===== src/rtl/shift_seq_ctrl.sv =====
// -----------------------------------------------------------------------------
// shift_seq_ctrl
//
// Front-panel sequencer for the board's barrel shifter. Four push buttons are
// synchronised and debounced. The switch bank is latched as the operand and as
// the op/amount fields. On a go press the shifter inputs are held for a settle
// window. Then the combinational shifter result and its carry-out are captured
// for the 7-segment display and the LED.
//
// Optional build macro:
//   SHIFT_SEQ_CHAIN_EN  - a go press in DONE first copies the previous result
//                         into shift_data, so repeated go presses chain shifts.
//                         A data press in the same cycle takes priority.
//
// Parameters:
//   DB_CYCLES      stable samples needed before a button level change counts (>=2)
//   SETTLE_CYCLES  cycles the shifter inputs are held before capture (>=1)
//   DATA_W         operand/result width (>=24, op field in the top 3 bits,
//                  amount field in bits 23:16)
//
// Ports:
//   clk, rst_n        system clock, asynchronous active-low reset
//   sw                raw switch bank
//   btn_data          raw button: latch sw as operand
//   btn_op            raw button: latch op (sw[DATA_W-1 -: 3]) and amount (sw[23:16])
//   btn_carry         raw button: toggle the carry-in flag
//   btn_go            raw button: start a shift
//   shift_data        operand to the shifter
//   shift_num         shift amount to the shifter
//   shift_op          op code to the shifter, passed through unmodified
//   carry_flag        carry-in to the shifter
//   shift_out         combinational result from the shifter
//   shift_carry_out   carry-out from the shifter
//   disp_data         captured result for the display driver
//   led_carry         captured carry-out
//   busy              high while a shift is settling (EXEC)
//   done              one-cycle pulse in the cycle after a capture
// -----------------------------------------------------------------------------

// -----------------------------------------------------------------------------
// shift_seq_ctrl_db
//
// Per-button conditioner: a 2-flop synchroniser followed by a debounce counter.
// The counter counts consecutive synchronised samples that differ from the
// accepted level. It restarts whenever the input agrees with the accepted
// level. A press is a one-cycle pulse on an accepted 0->1 change. An accepted
// release produces no pulse.
//
// Ports:
//   clk, rst_n   system clock, asynchronous active-low reset
//   btn_raw      raw, asynchronous button level
//   press        one-cycle press pulse
// -----------------------------------------------------------------------------
module shift_seq_ctrl_db #(
    parameter int DB_CYCLES = 1000000
) (
    input  logic clk,
    input  logic rst_n,
    input  logic btn_raw,
    output logic press
);

    localparam int CNT_W = (DB_CYCLES > 2) ? $clog2(DB_CYCLES) : 1;
    localparam logic [CNT_W-1:0] CNT_LAST = CNT_W'(DB_CYCLES - 1);

    logic             sync_q1;
    logic             sync_q2;
    logic             level_q;
    logic [CNT_W-1:0] cnt_q;

    always_ff @(posedge clk or negedge rst_n) begin
        if (!rst_n) begin
            sync_q1 <= 1'b0;
            sync_q2 <= 1'b0;
            level_q <= 1'b0;
            cnt_q   <= '0;
            press   <= 1'b0;
        end else begin
            sync_q1 <= btn_raw;
            sync_q2 <= sync_q1;
            press   <= 1'b0;
            if (sync_q2 == level_q) begin
                cnt_q <= '0;
            end else if (cnt_q == CNT_LAST) begin
                // This is the DB_CYCLES-th consecutive differing sample.
                level_q <= sync_q2;
                cnt_q   <= '0;
                press   <= sync_q2;
            end else begin
                cnt_q <= cnt_q + 1'b1;
            end
        end
    end

endmodule

// -----------------------------------------------------------------------------
// shift_seq_ctrl (top)
//
// state   | meaning
// --------+-------------------------------------------------------------
// IDLE    | after reset, no result captured yet; loads accepted
// EXEC    | shifter inputs held for SETTLE_CYCLES; loads and go ignored
// DONE    | result captured and displayed; loads accepted, go re-runs
// -----------------------------------------------------------------------------
module shift_seq_ctrl #(
    parameter int DB_CYCLES     = 1000000,
    parameter int SETTLE_CYCLES = 2,
    parameter int DATA_W        = 32
) (
    input  logic              clk,
    input  logic              rst_n,
    input  logic [DATA_W-1:0] sw,
    input  logic              btn_data,
    input  logic              btn_op,
    input  logic              btn_carry,
    input  logic              btn_go,
    output logic [DATA_W-1:0] shift_data,
    output logic [7:0]        shift_num,
    output logic [2:0]        shift_op,
    output logic              carry_flag,
    input  logic [DATA_W-1:0] shift_out,
    input  logic              shift_carry_out,
    output logic [DATA_W-1:0] disp_data,
    output logic              led_carry,
    output logic              busy,
    output logic              done
);

    localparam int SET_W = (SETTLE_CYCLES > 1) ? $clog2(SETTLE_CYCLES) : 1;
    localparam logic [SET_W-1:0] SETTLE_LAST = SET_W'(SETTLE_CYCLES - 1);

    typedef enum logic [1:0] {
        ST_IDLE = 2'd0,
        ST_EXEC = 2'd1,
        ST_DONE = 2'd2
    } state_t;

    state_t           state_q;
    state_t           state_d;
    logic [SET_W-1:0] settle_q;
    logic [SET_W-1:0] settle_d;
    logic             capture;
    logic             load_ok;
    logic             chain_copy;

    logic data_p;
    logic op_p;
    logic carry_p;
    logic go_p;

    shift_seq_ctrl_db #(.DB_CYCLES(DB_CYCLES)) u_db_data (
        .clk     (clk),
        .rst_n   (rst_n),
        .btn_raw (btn_data),
        .press   (data_p)
    );

    shift_seq_ctrl_db #(.DB_CYCLES(DB_CYCLES)) u_db_op (
        .clk     (clk),
        .rst_n   (rst_n),
        .btn_raw (btn_op),
        .press   (op_p)
    );

    shift_seq_ctrl_db #(.DB_CYCLES(DB_CYCLES)) u_db_carry (
        .clk     (clk),
        .rst_n   (rst_n),
        .btn_raw (btn_carry),
        .press   (carry_p)
    );

    shift_seq_ctrl_db #(.DB_CYCLES(DB_CYCLES)) u_db_go (
        .clk     (clk),
        .rst_n   (rst_n),
        .btn_raw (btn_go),
        .press   (go_p)
    );

    // Next-state and settle-counter logic
    always_comb begin
        state_d    = state_q;
        settle_d   = settle_q;
        capture    = 1'b0;
        load_ok    = (state_q != ST_EXEC);
        chain_copy = 1'b0;

        case (state_q)
            ST_IDLE: begin
                if (go_p) begin
                    state_d  = ST_EXEC;
                    settle_d = '0;
                end
            end
            ST_EXEC: begin
                if (settle_q == SETTLE_LAST) begin
                    capture  = 1'b1;
                    state_d  = ST_DONE;
                    settle_d = '0;
                end else begin
                    settle_d = settle_q + 1'b1;
                end
            end
            ST_DONE: begin
                if (go_p) begin
                    state_d  = ST_EXEC;
                    settle_d = '0;
`ifdef SHIFT_SEQ_CHAIN_EN
                    chain_copy = 1'b1;
`else
                    chain_copy = 1'b0;
`endif
                end
            end
            default: begin
                state_d  = ST_IDLE;
                settle_d = '0;
            end
        endcase
    end

    assign busy = (state_q == ST_EXEC);

    always_ff @(posedge clk or negedge rst_n) begin
        if (!rst_n) begin
            state_q  <= ST_IDLE;
            settle_q <= '0;
        end else begin
            state_q  <= state_d;
            settle_q <= settle_d;
        end
    end

    // Operand/config registers. Loads land on the same edge as EXEC entry, so
    // a load pressed together with go is used by that run.
    always_ff @(posedge clk or negedge rst_n) begin
        if (!rst_n) begin
            shift_data <= '0;
            shift_op   <= 3'd0;
            shift_num  <= 8'd0;
            carry_flag <= 1'b0;
        end else begin
            if (load_ok && data_p) begin
                shift_data <= sw;
            end else if (chain_copy) begin
                shift_data <= disp_data;
            end
            if (load_ok && op_p) begin
                shift_op  <= sw[DATA_W-1 -: 3];
                shift_num <= sw[23:16];
            end
            if (load_ok && carry_p) begin
                carry_flag <= ~carry_flag;
            end
        end
    end

    // Result capture: values hold until the next capture, independent of loads.
    always_ff @(posedge clk or negedge rst_n) begin
        if (!rst_n) begin
            disp_data <= '0;
            led_carry <= 1'b0;
            done      <= 1'b0;
        end else begin
            done <= capture;
            if (capture) begin
                disp_data <= shift_out;
                led_carry <= shift_carry_out;
            end
        end
    end

endmodule


===== config.mk =====
export PLATFORM = sky130hd
export DESIGN_NAME = shift_seq_ctrl
export DESIGN_NICKNAME = d
export VERILOG_FILES = /design/src/rtl/shift_seq_ctrl.sv
export SDC_FILE = /design/constraint.sdc
export NUM_CORES = 1
export LEC_CHECK = 0
export ABC_AREA = 1
export BUFFER_PORTS_ARGS = -buffer_cell sky130_fd_sc_hd__clkbuf_2
export CORE_AREA = 4 4 177 179
export DETAILED_ROUTE_END_ITERATION = 8
export DIE_AREA = 0 0 181 183
export PLACE_DENSITY = 0.6
export SYNTH_ARGS = -nofsm -noshare
export SYNTH_HDL_FRONTEND = slang
export SYNTH_HIERARCHICAL = 1
export SYNTH_SLANG_ARGS = --single-unit

===== constraint.sdc =====
create_clock -name clk -period 1.4 [get_ports clk]
set_input_delay 0.28 -clock clk [delete_from_list [all_inputs] [get_ports clk]]
set_output_delay 0.28 -clock clk [all_outputs]
set_load 0.03 [all_outputs]

### Yosys cells after proc, flatten, opt, wreduce, memory -nomap -nowiden

Cells that the tools add are included.

| operators by class | value |
|---|---|
| $add $sub $neg | 5 |
| reduce and logical (&&, ||, !) cells | 10 |
| bitwise logic cells | 5 |
| multiplexer cells | 25 |
| equality and inequality tests | 13 |

Operator list:

| operator | number |
|---|---|
| two-way mux 20 bit | 8 |
| adder 20 x 1 -> 20 bit (second input constant) | 4 |
| == test 20 bit (second input constant) | 4 |
| two-way mux 32 bit | 1 |
| two-way mux 1 bit | 12 |
| AND reduction 2 bit | 5 |
| != test 2 x 1 -> 1 bit (second input constant) | 3 |
| inverter 1 bit | 5 |
| == test 1 bit | 4 |
| two-way mux 2 bit | 2 |
| one-hot mux 2 bit (2 select lines) | 1 |
| logical AND 1 bit | 3 |
| == test 2 x 1 -> 1 bit (second input constant) | 1 |
| == test 2 bit (second input constant) | 1 |
| logical NOT 2 bit | 1 |
| one-hot mux 1 bit (2 select lines) | 1 |
| OR reduction 2 bit | 1 |
| adder 1 bit (second input constant) | 1 |

| word-level totals | value |
|---|---|
| input bits | 71 |
| register bits after elaboration | 177 |

### Depth between registers and ports, before layout

Gate-level depths: netlist of the first run.

| logic depth | value |
|---|---|
| depth in word-level cells | 4 |
| mapped depth | 9 |

### By module

The synthesis of the first run kept the hierarchy.

Modules (own cells, without submodules):

| module | cells an instance | area an instance (µm²) | times used |
|---|---|---|---|
| shift_seq_ctrl_db | 167 | 1395.1 | 4 |
| shift_seq_ctrl | 357 | 3265.6 | 1 |

### Worst setup path before layout of the first run

Ideal clock, no wire load.

| path | value |
|---|---|
| kind | register -> register |
| from | reg u_db_carry.cnt_q[0] |
| to | reg u_db_carry.cnt_q[18] |
| stages on the path, launching flop included | 7 |
| clock period less this slack | 1.221 ns |
| arrival | 1.101 ns |
| path buffers | 0 |
| library setup time | 0.120 ns |
| required time | 1.280 ns |
| slack | 0.179 ns |
| path through | dfrtp_1 -> ha_1 -> nand3_2 -> nor2_4 -> nand3_2 -> nand2_2 -> nor2_1 |

| on the way | value |
|---|---|
| cells in the longest elaborated chain, start to end | 3 |
| elaborated cells on any way between the ends | 4 |
| classes of those cells | 1 x add/sub; 1 x eq/ne; 2 x mux |

RTL lines:

| element | line | source |
|---|---|---|
| start: declaration | 69 | `logic [CNT_W-1:0] cnt_q;` |
| start signal: assignment | 90 | `cnt_q <= cnt_q + 1'b1;` |
| adder 20 x 1 -> 20 bit or == test 20 bit (tied branches) | 90, 84 |  |
| two-way mux 20 bit * | 84 | `end else if (cnt_q == CNT_LAST) begin` |
| two-way mux 20 bit * | 82 | `if (sync_q2 == level_q) begin` |

Mark *: on every way between the ends. The rest lies on a longest branch, timed or not.
A chain may end at the register's enable or synchronous reset.

### Worst setup path in the final report of the first run

| path | value |
|---|---|
| from | reg state_q[1] |
| to | out busy |

| on the way | value |
|---|---|
| cells in the longest elaborated chain, start to end | 1 |

RTL lines:

| element | line | source |
|---|---|---|
| start: declaration | 139 | `state_t state_q;` |
| start signal: assignment | 229 | `state_q <= state_d;` |
| == test 2 x 1 -> 1 bit | 222 | `assign busy = (state_q == ST_EXEC);` |
| end: declaration | 126 | `output logic busy,` |

Every way passes these cells.

==> metrics.csv, run 1 <==
stage;metric;value;unit
yosys;synth_ff_type;dfrtp_1;
timing;setup_viol;0;
yosys;synthXorXnorAreaFrac;0.0430;
route;drt-vias-per-instance;4.53;
placement;dp_hpwl;15800;µm
power;swShare;0.218;
yosys;synth_compound_area_frac;0.0215;
yosys;ys_seq_elements;177;
yosys;synthSimpleGateAreaFrac;0.377;
yosys;syn_nets;1100;
setup_path;path_delay_family;flip-flops;
setup_path;start_kind;register;
power;p_sw;2.28;mW
setup_path;cp_slowest_cell;dfrtp_1;
setup_path;cp.arrival;1.10;ns
yosys;synth_seq_area_share;0.501;
route;routed.top_layer;met4;
yosys;synth_top_family_by_area;simple AND/OR/NAND/NOR gates;
power;powerDensity;947;mW/mm²
cells_and_area;final_layout_size_suffix_gt1_frac;0.283;
cells_and_area;fillers;2983;
power;power_frac_seq;0.497;
timing;timing.fmax;0.723;GHz
grt;grt.total_usage;0.130;
floorplanning;initial_core_util;0.299;
floorplanning;fp.dieH;183;µm
cells_and_area;fin_util;0.373;
timing;min_period;1.38;ns
yosys;avgSynthCellArea;8.63;µm²
cells_and_area;final_nets;1276;
route;first_pass_iters;5;
power;irDropWorstVdd;0.551;mV
timing;holdWs;0.0855;ns
timing;slew_headroom;0.713;
timing;clock-skew-final;0.00951;ns
timing;worst_pin_slew;0.429;ns
timing;drv_slew;0;
route;wire_per_inst;13.2;µm
yosys;synth_top_cell_area_share;0.501;
timing;rsz0062_at_grt;yes;
setup_path;crit_path_end_kind;primary output;
cells_and_area;n_antenna_cell;0;
floorplanning;rows;63;
cts;numCtsBuffers;17;
yosys;syn_inst;1025;
route;antenna_left;0;
cells_and_area;final_area;0.0110;mm²
cts;clk_latency;0.43;ns
placement;io_buffer_count;149;
yosys;synth_area;0.00885;mm²
yosys;synth.largest_area_cell;dfrtp_1;
setup_path;crit_required;1.12;ns
floorplanning;core_area;0.0296;mm²
power;power.leakage;5.32;nW
setup_path;crit_type;reg -> out;
yosys;synth_warnings;6;
yosys;synthMuxAreaShare;0;
power;power_frac_clock;0.465;
route;drc_errors;0;
route;met1_length;9980;µm
power;p_total;10.4;mW
grt;overflow;0;
floorplanning;die_area;0.0331;mm²
hold_path;worst_hold_path_type;in -> reg;
yosys;synthAdderAreaFrac;0.00566;
cts;cts_tree;built;
cts;cts.sinks;177;
power;power_frac_comb;0.038;
yosys;synth_edf_count;0;
cts;htreeDepth;4;
floorplanning;fp.dieW;181;µm
setup_path;cp_max_fo;2;
grt;grt_pass1_vias;7130;
run_status;outcome;complete, no violations;
setup_path;crit_path_cell_trace;nor2_4, buf_8;
cells_and_area;areaGrowthSynthToFinish;24.6;%
job;cap_violations;0;
grt;grt_max_degree;44;
floorplanning;ioPinCount;150;
yosys;ys_async_sr_fraction;1.00;
route;drtIter0Drc;455;
cts;cts_root_buf;clkbuf_16;
route;wl_met2;9830;µm
yosys;synth.distinct_cells;31;
cts;clk_pin_slew;0.07;ns
power;intPower;8.17;mW
grt;antenna_found_initial;0;
grt;grt_pass1_wl;35900;µm
route;wl;21100;µm
route;wl_met3;927;µm
placement;place_congestion;0.884;
placement;dpl_cell_area;0.0102;mm²
timing;setup_tns;0;ns
setup_path;cpPeakStageDelay;0.40;ns
timing;finalHoldViolCount;0;
timing;period_share;0.987;
yosys;synth_area_leaders;dfrtp_1 50%, nand2_1 11%, nor2_1 5.8%;
setup_path;cp_num_buf_inv;1;
route;vias;7251;
cts;clock_path_buffers;2;
state kept, by name, indices dropped and copies added (netlist names), 2 cells and up:
signal / count
disp_data: 32
shift_data: 32
shift_num: 8
shift_op: 3
state_q: 2
u_db_carry/cnt_q: 20
u_db_data/cnt_q: 20
u_db_go/cnt_q: 20
u_db_op/cnt_q: 20
cells by family after synthesis:
family | count (synthesis)
and+or+nand+nor | 663
adders and majority gates | 4
buffers and inverters | 110
DFF | 177
xor gates and xnor gates | 40
AOI/OAI and AO/OA | 31
worst register-to-register path: cells and delay by family (launching register included):
kind / cells / cell delay (ns)
flip-flops: 1 / 0.43
AND/OR/NAND/NOR: 5 / 0.58
XOR/XNOR: 1 / 0.19
cell usage after synthesis (8+ instances only):
| library cell | n |
|---|---|
| nand2_1 | 269 |
| dfrtp_1 | 177 |
| nor2_1 | 137 |
| nand3_1 | 100 |
| inv_1 | 69 |
| nand4_1 | 45 |
| xor2_1 | 24 |
| nand2_2 | 23 |
| nor2_2 | 20 |
| nor2_4 | 20 |
| inv_2 | 13 |
| nand3_2 | 13 |
| nand2_4 | 12 |
| xnor2_1 | 12 |
| buf_2 | 11 |
| a21oi_1 | 8 |
| nor3_1 | 8 |
| o21ai_1 | 8 |
stage by stage:
stage / worst slack [ns] / instances
after floorplan: 0.179 / 1025
after global placement: 0.0482 / 1560
after detailed placement: 0.0191 / 1560
after CTS: -0.0192 / 1598
after global routing: -0.0441 / 1602
final: 0.0177 / 1602
worst paths after layout:
| path | from | to | slack, ns | cells after the start |
|---|---|---|---|---|
| worst min register to register | u_db_op/sync_q1 | u_db_op/sync_q2 | 0.35 | 0 |
| min in group asynchronous | rst_n | u_db_carry/cnt_q[16] | 0.34 | 2 |
| worst max register to register | u_db_go/cnt_q[5] | u_db_go/cnt_q[9] | 0.09 | 6 |
| worst min-delay path | sw[2] | shift_data[2] | 0.09 | 3 |
| max in group asynchronous | rst_n | u_db_go/cnt_q[8] | 0.50 | 3 |
| worst max-delay path | state_q[1] | busy | 0.02 | 2 |
layout by cell type, fill, tap and decap left out, drive strengths merged:
cell,instances
clkinvlp,3
dlygate4sd3,5
dfrtp,177
nand3b,8
nor2,181
xnor2,12
xor2,28
nor3,12
o21bai,8
bufinv,3
inv,84
clkbuf,167
ha,4
nand2,304
clkinv,3
nand3,113
a21oi,8
o21ai,15
nand4,45
buf,32
timing repair:
item | in CTS | in global routing
cloned | 0 | 0
setup buffers | 3 | 4
hold buffers | 5 | 0
gates resized for setup | 5 | 30
pin swaps | 1 | 6
endpoints found under the setup margin | 1 | 63
hold endpoints to repair | 34 | 0
routing by layer:
metal | track usage | vias up
met2 | 0.211 | 190
met1 | 0.178 | 3406
met3 | 0.0234 | 26
met5 | 0 | -
met4 | 0.0387 | 0
li1 | - | 3629
power by group through the flow:
stage	Clock [mW]	Sequential [mW]	Combinational, mW
3_5_place_dp	0	5.28	0.379
3_3_place_gp	0	5.28	0.378
4_1_cts	4.99	5.18	0.394
5_1_grt	5.21	5.19	0.464
2_1_floorplan	0	5.27	0.101
6_report	4.85	5.19	0.401
layout make-up:
cell class                 count  area [µm²]  share of cell area
clock buffer                  19         443              0.0402
clock inverter                11         156              0.0142
inverter                      82         308              0.0279
multi-input combinational    738        4080               0.370
sequential                   177        4440               0.403
tap                          390         488              0.0443
timing repair buffer         185        1110               0.101
No activity file was read; power rests on OpenSTA's default activity.
==> run 2: changes to the inputs <==
Settings changed: CTS_BUF_LIST from default to sky130_fd_sc_hd__clkbuf_8 sky130_fd_sc_hd__clkbuf_16.
==> metrics.csv, run 2 (same netlist as run 1, synthesis figures left out) <==
stage;metric;value;unit
cts;htreeDepth;4;
grt;grt.total_usage;0.130;
setup_path;cp_max_fo;2;
cells_and_area;n_antenna_cell;0;
cells_and_area;areaGrowthSynthToFinish;24.6;%
timing;timing.fmax;0.723;GHz
setup_path;cpPeakStageDelay;0.40;ns
cts;clk_pin_slew;0.07;ns
floorplanning;fp.dieH;183;µm
hold_path;hold_depth;3;
placement;io_buffer_count;149;
grt;met3_usage;0.0234;
hold_path;holdCritStartpoint;sw[2];
timing;slew_headroom;0.713;
floorplanning;initial_core_util;0.299;
grt;antenna_found_initial;0;
route;wire_per_inst;13.1;µm
timing;clock-skew-final;0.00951;ns
power;irDropWorstVdd;0.551;mV
timing;drv_slew;0;
floorplanning;rows;63;
cells_and_area;top_regs;disp_data x32, shift_data x32;
route;first_pass_iters;5;
cells_and_area;final_area;0.0110;mm²
floorplanning;ioPinCount;150;
setup_path;path_delay_family;flip-flops;
power;p_sw;2.28;mW
floorplanning;core_area;0.0296;mm²
grt;grt_pass1_vias;7130;
grt;busiest_layer;met2;
setup_path;crit_path_end_kind;primary output;
hold_path;worst_hold_path_type;in -> reg;
setup_path;crit_path_cell_trace;nor2_4, buf_8;
cts;clock_path_buffers;2;
route;drt-vias-per-instance;4.52;
route;wl;21100;µm
timing;finalHoldViolCount;0;
floorplanning;fp.dieW;181;µm
setup_path;cp.arrival;1.10;ns
power;power_frac_seq;0.497;
placement;dp_hpwl;15800;µm
cells_and_area;layout_commonest_cell;nand2_1;
power;power.leakage;5.32;nW
grt;use_met2;0.211;
floorplanning;die_area;0.0331;mm²
setup_path;crit_type;reg -> out;
cells_and_area;layout_common_cells;269 x nand2_1, 170 x dfrtp_1, 147 x clkbuf_2, 136 x nor2_1, 100 x nand3_1;
route;drtIter0Drc;455;
grt;grt_max_degree;44;
timing;worst_pin_slew;0.429;ns
hold_path;hold_end;shift_data[2];
placement;dpl_cell_area;0.0102;mm²
cts;cts_tree;built;
cts;clk_latency;0.43;ns
grt;overflow;0;
timing;period_share;0.987;
power;powerDensity;947;mW/mm²
cts;cts_root_buf;clkbuf_16;
timing;min_period;1.38;ns
grt;grt_pass1_wl;35900;µm
setup_path;reg2reg_to;u_db_go/cnt_q[9];
power;intPower;8.16;mW
cells_and_area;final_layout_size_suffix_gt1_frac;0.283;
timing;setup_ws;0.0177;ns
cells_and_area;fin_util;0.373;
placement;dp_slack;0.0191;ns
timing;holdWs;0.0850;ns
grt;globalRouteMet1Util;0.178;
setup_path;cp_num_buf_inv;1;
power;swShare;0.218;
timing;rsz0062_at_grt;yes;
power;power_frac_comb;0.038;
placement;place_congestion;0.884;
job;cap_violations;0;
route;antenna_left;0;
power;power_frac_clock;0.464;
setup_path;cp_slowest_cell;dfrtp_1;
route;vias;7245;
setup_path;reg2reg_depth;6;
run_status;outcome;complete, no violations;
cts;numCtsBuffers;17;
route;drc_errors;0;
cells_and_area;final_nets;1276;
cts;cts.sinks;177;
timing;setup_viol;0;
setup_path;start_kind;register;
setup_path;crit_required;1.12;ns
setup_path;rrSetupSlack;0.09;ns
power;p_total;10.4;mW
setup_path;r2r_start;u_db_go/cnt_q[5];
run 2: changes by cell type in the layout (fill, tap and decap cells not counted):
cell,change
inv_1,+1
clkbuf_1,-1
run 2: layout make-up:
type                            count  area (µm²)
Clock buffer                       18         439
Clock inverter                     12         160
Fill cell                        2983       18500
Inverter                           82         308
Multi-Input combinational cell    738        4080
Sequential cell                   177        4440
Tap cell                          390         488
Timing Repair Buffer              185        1110
run 2: layer usage:
layer / vias to the layer above / wire, µm
li1: 3625 / -
met4: 0 / 319
met5: - / 0
met2: 190 / 9850
met1: 3406 / 9970
met3: 24 / 923
run 2: worst max path at each step:
stage	start	to	depth (start not counted)
2_1_floorplan	u_db_carry/cnt_q[0]	u_db_carry/cnt_q[18]	6
3_3_place_gp	u_db_op/cnt_q[0]	u_db_op/cnt_q[18]	6
3_5_place_dp	u_db_go/cnt_q[0]	u_db_go/cnt_q[5]	6
4_1_cts	state_q[0]	busy	3
5_1_grt	state_q[1]	busy	2
6_report	state_q[1]	busy	2
run 2: metrics by stage:
step	setup TNS [ns]	std cells
4_1_cts	-0.0192	1598
3_3_place_gp	0	1560
5_1_grt	-0.203	1602
2_1_floorplan	0	1025
3_5_place_dp	0	1560
6_report	0	1602
run 2: timing repair:
action	in CTS	in global routing
setup buffers	3	4
gates resized for setup	5	30
pin swaps	1	6
hold buffers	5	0
endpoints found under the setup margin	1	63
endpoints found under the hold margin	34	0
run 2: power by group through the flow:
stage / Clock, mW / Combinational (mW) / Sequential, mW
2_1_floorplan: 0 / 0.101 / 5.27
3_3_place_gp: 0 / 0.378 / 5.28
3_5_place_dp: 0 / 0.379 / 5.28
4_1_cts: 4.98 / 0.394 / 5.18
5_1_grt: 5.20 / 0.464 / 5.19
6_report: 4.85 / 0.401 / 5.19
run 2: worst register-to-register path, delay by kind of cell, from the launching register on:
| kind | cells | cell delay [ns] |
|---|---|---|
| flip-flops | 1 | 0.43 |
| AND/OR/NAND/NOR | 5 | 0.58 |
| XOR/XNOR | 1 | 0.19 |
==> run 3: changes to the inputs <==
Settings changed: CTS_BUF_LIST sky130_fd_sc_hd__clkbuf_8 sky130_fd_sc_hd__clkbuf_16 to sky130_fd_sc_hd__clkbuf_4.
==> metrics.csv, run 3 (same netlist as run 1, synthesis figures left out) <==
stage;metric;value;unit
power;powerDensity;701;mW/mm²
timing;worst_pin_slew;0.424;ns
grt;grt_pass1_wl;39200;µm
route;routed.top_layer;met4;
run_status;violations;setup timing;
route;first_pass_iters;7;
timing;setup_tns;-1.90;ns
route;drc_errors;0;
cts;cts_tree;built;
setup_path;crit_required;1.12;ns
job;cap_violations;0;
cells_and_area;seqCellArea;0.00444;mm²
route;vias;7912;
route;wl;24400;µm
cells_and_area;areaGrowthSynthToFinish;42.3;%
power;irDropWorstVdd;0.535;mV
floorplanning;fp.dieW;181;µm
timing;timing.fmax;0.642;GHz
setup_path;crit_type;reg -> out;
cts;numCtsBuffers;17;
cts;htreeDepth;4;
hold_path;worst_hold_path_type;in -> async;
cts;clock_path_buffers;2;
cts;clk_latency;0.58;ns
setup_path;crit_path_cell_trace;inv_2, nor2_4, buf_8;
floorplanning;initial_core_util;0.299;
route;drt-vias-per-instance;4.61;
route;met1_length;10500;µm
power;p_total;8.83;mW
route;wl_met3;1270;µm
cells_and_area;layout_common_cells;269 x nand2_1, 167 x dfrtp_1, 135 x nor2_1, 100 x nand3_1, 80 x buf_8;
timing;slew_headroom;0.717;
cells_and_area;fin_util;0.426;
timing;clock-skew-final;0.0269;ns
grt;grt.total_usage;0.141;
power;power.leakage;5.98;nW
floorplanning;ioPinCount;150;
setup_path;cp_slowest_cell;dfrtp_1;
cts;cts_root_buf;clkbuf_4;
route;drtIter0Drc;461;
grt;overflow;0;
floorplanning;fp.dieH;183;µm
placement;placed_cells;1560;
setup_path;cp.arrival;1.28;ns
setup_path;crit_path_end_kind;primary output;
cells_and_area;multiInputGateArea;0.00411;mm²
timing;min_period;1.56;ns
setup_path;path_delay_family;flip-flops;
placement;place_congestion;0.884;
cells_and_area;layout_commonest_cell;nand2_1;
timing;period_share;1.11;
cts;cts.sinks;177;
setup_path;cpPeakStageDelay;0.38;ns
cells_and_area;top_regs;disp_data x32, shift_data x32;
floorplanning;core_area;0.0296;mm²
cells_and_area;final_layout_size_suffix_gt1_frac;0.298;
cells_and_area;final_nets;1388;
route;antenna_left;0;
floorplanning;die_area;0.0331;mm²
placement;dpl_cell_area;0.0102;mm²
placement;io_buffer_count;149;
cells_and_area;fillers;2767;
cells_and_area;instances_no_fill;1716;
floorplanning;rows;63;
grt;grt_pass1_vias;7779;
setup_path;cp_num_buf_inv;2;
setup_path;start_kind;register;
setup_path;cp_max_fo;2;
route;wl_met2;12000;µm
timing;finalHoldViolCount;0;
timing;rsz0062_at_grt;yes;
grt;antenna_found_initial;1;
timing;setup_ws;-0.157;ns
timing;drv_slew;0;
run_status;outcome;finished with violations;
route;wire_per_inst;14.2;µm
timing;setup_viol;75;
placement;dp_hpwl;15800;µm
grt;grt_max_degree;44;
cells_and_area;final_area;0.0126;mm²
cts;clk_pin_slew;0.15;ns
run 3: changes by cell type in the layout (fill, tap and decap cells not counted), moves of 3 or more:
cell	before	now
clkbuf_16	17	1
dlygate4sd3_1	5	70
buf_8	1	80
clkbuf_2	147	69
buf_4	25	69
dfrtp_2	7	10
dfrtp_1	170	167
clkbuf_4	0	18
run 3: final cells by class:
| cell class | instances | area share |
|---|---|---|
| diodes | 2 | 0.000398 |
| clock buffers | 18 | 0.0107 |
| clock inverters | 12 | 0.0127 |
| inverters | 82 | 0.0248 |
| multi-input cells | 738 | 0.327 |
| flip-flops and latches | 177 | 0.353 |
| well taps | 390 | 0.0388 |
| repair buffers | 297 | 0.233 |
run 3: worst paths after layout:
path / from / to / slack (ns) / cells past startpoint
max in group asynchronous: rst_n / u_db_carry/cnt_q[3] / 0.65 / 3
worst max-delay path: state_q[0] / busy / -0.16 / 3
min in group clk: btn_go / u_db_go/sync_q1 / 0.35 / 2
worst max register to register: u_db_data/cnt_q[0] / u_db_data/cnt_q[9] / 0.06 / 7
worst min register to register: u_db_op/sync_q1 / u_db_op/sync_q2 / 0.37 / 0
worst min-delay path: rst_n / u_db_carry/cnt_q[16] / 0.17 / 2
run 3: per-layer routing:
layer / up-vias / GRT usage
met5: - / 0
li1: 3851 / -
met3: 50 / 0.0224
met1: 3736 / 0.183
met2: 275 / 0.241
met4: 0 / 0.0513
run 3: per-stage QoR:
| step | hold slack [ns] | setup slack [ns] |
|---|---|---|
| detailed placement | 0.224 | 0.0191 |
| global placement | 0.227 | 0.0482 |
| finish | 0.174 | -0.157 |
| CTS | 0.127 | -0.229 |
| global route | 0.147 | -0.262 |
| floorplan | -0.0156 | 0.179 |
run 3: timing repair:
| item | CTS | global route |
|---|---|---|
| setup buffers | 22 | 31 |
| hold buffers | 70 | 0 |
| gates cloned | 0 | 1 |
| endpoints found under the hold margin | 257 | 0 |
| gates resized for setup | 162 | 122 |
| pin swaps | 1 | 11 |
| setup endpoints to repair | 82 | 172 |
run 3: power by group:
group | internal (mW) | switching, mW
combinational | 0.291 | 0.286
clock | 1.25 | 1.81
sequential | 5.15 | 0.0410
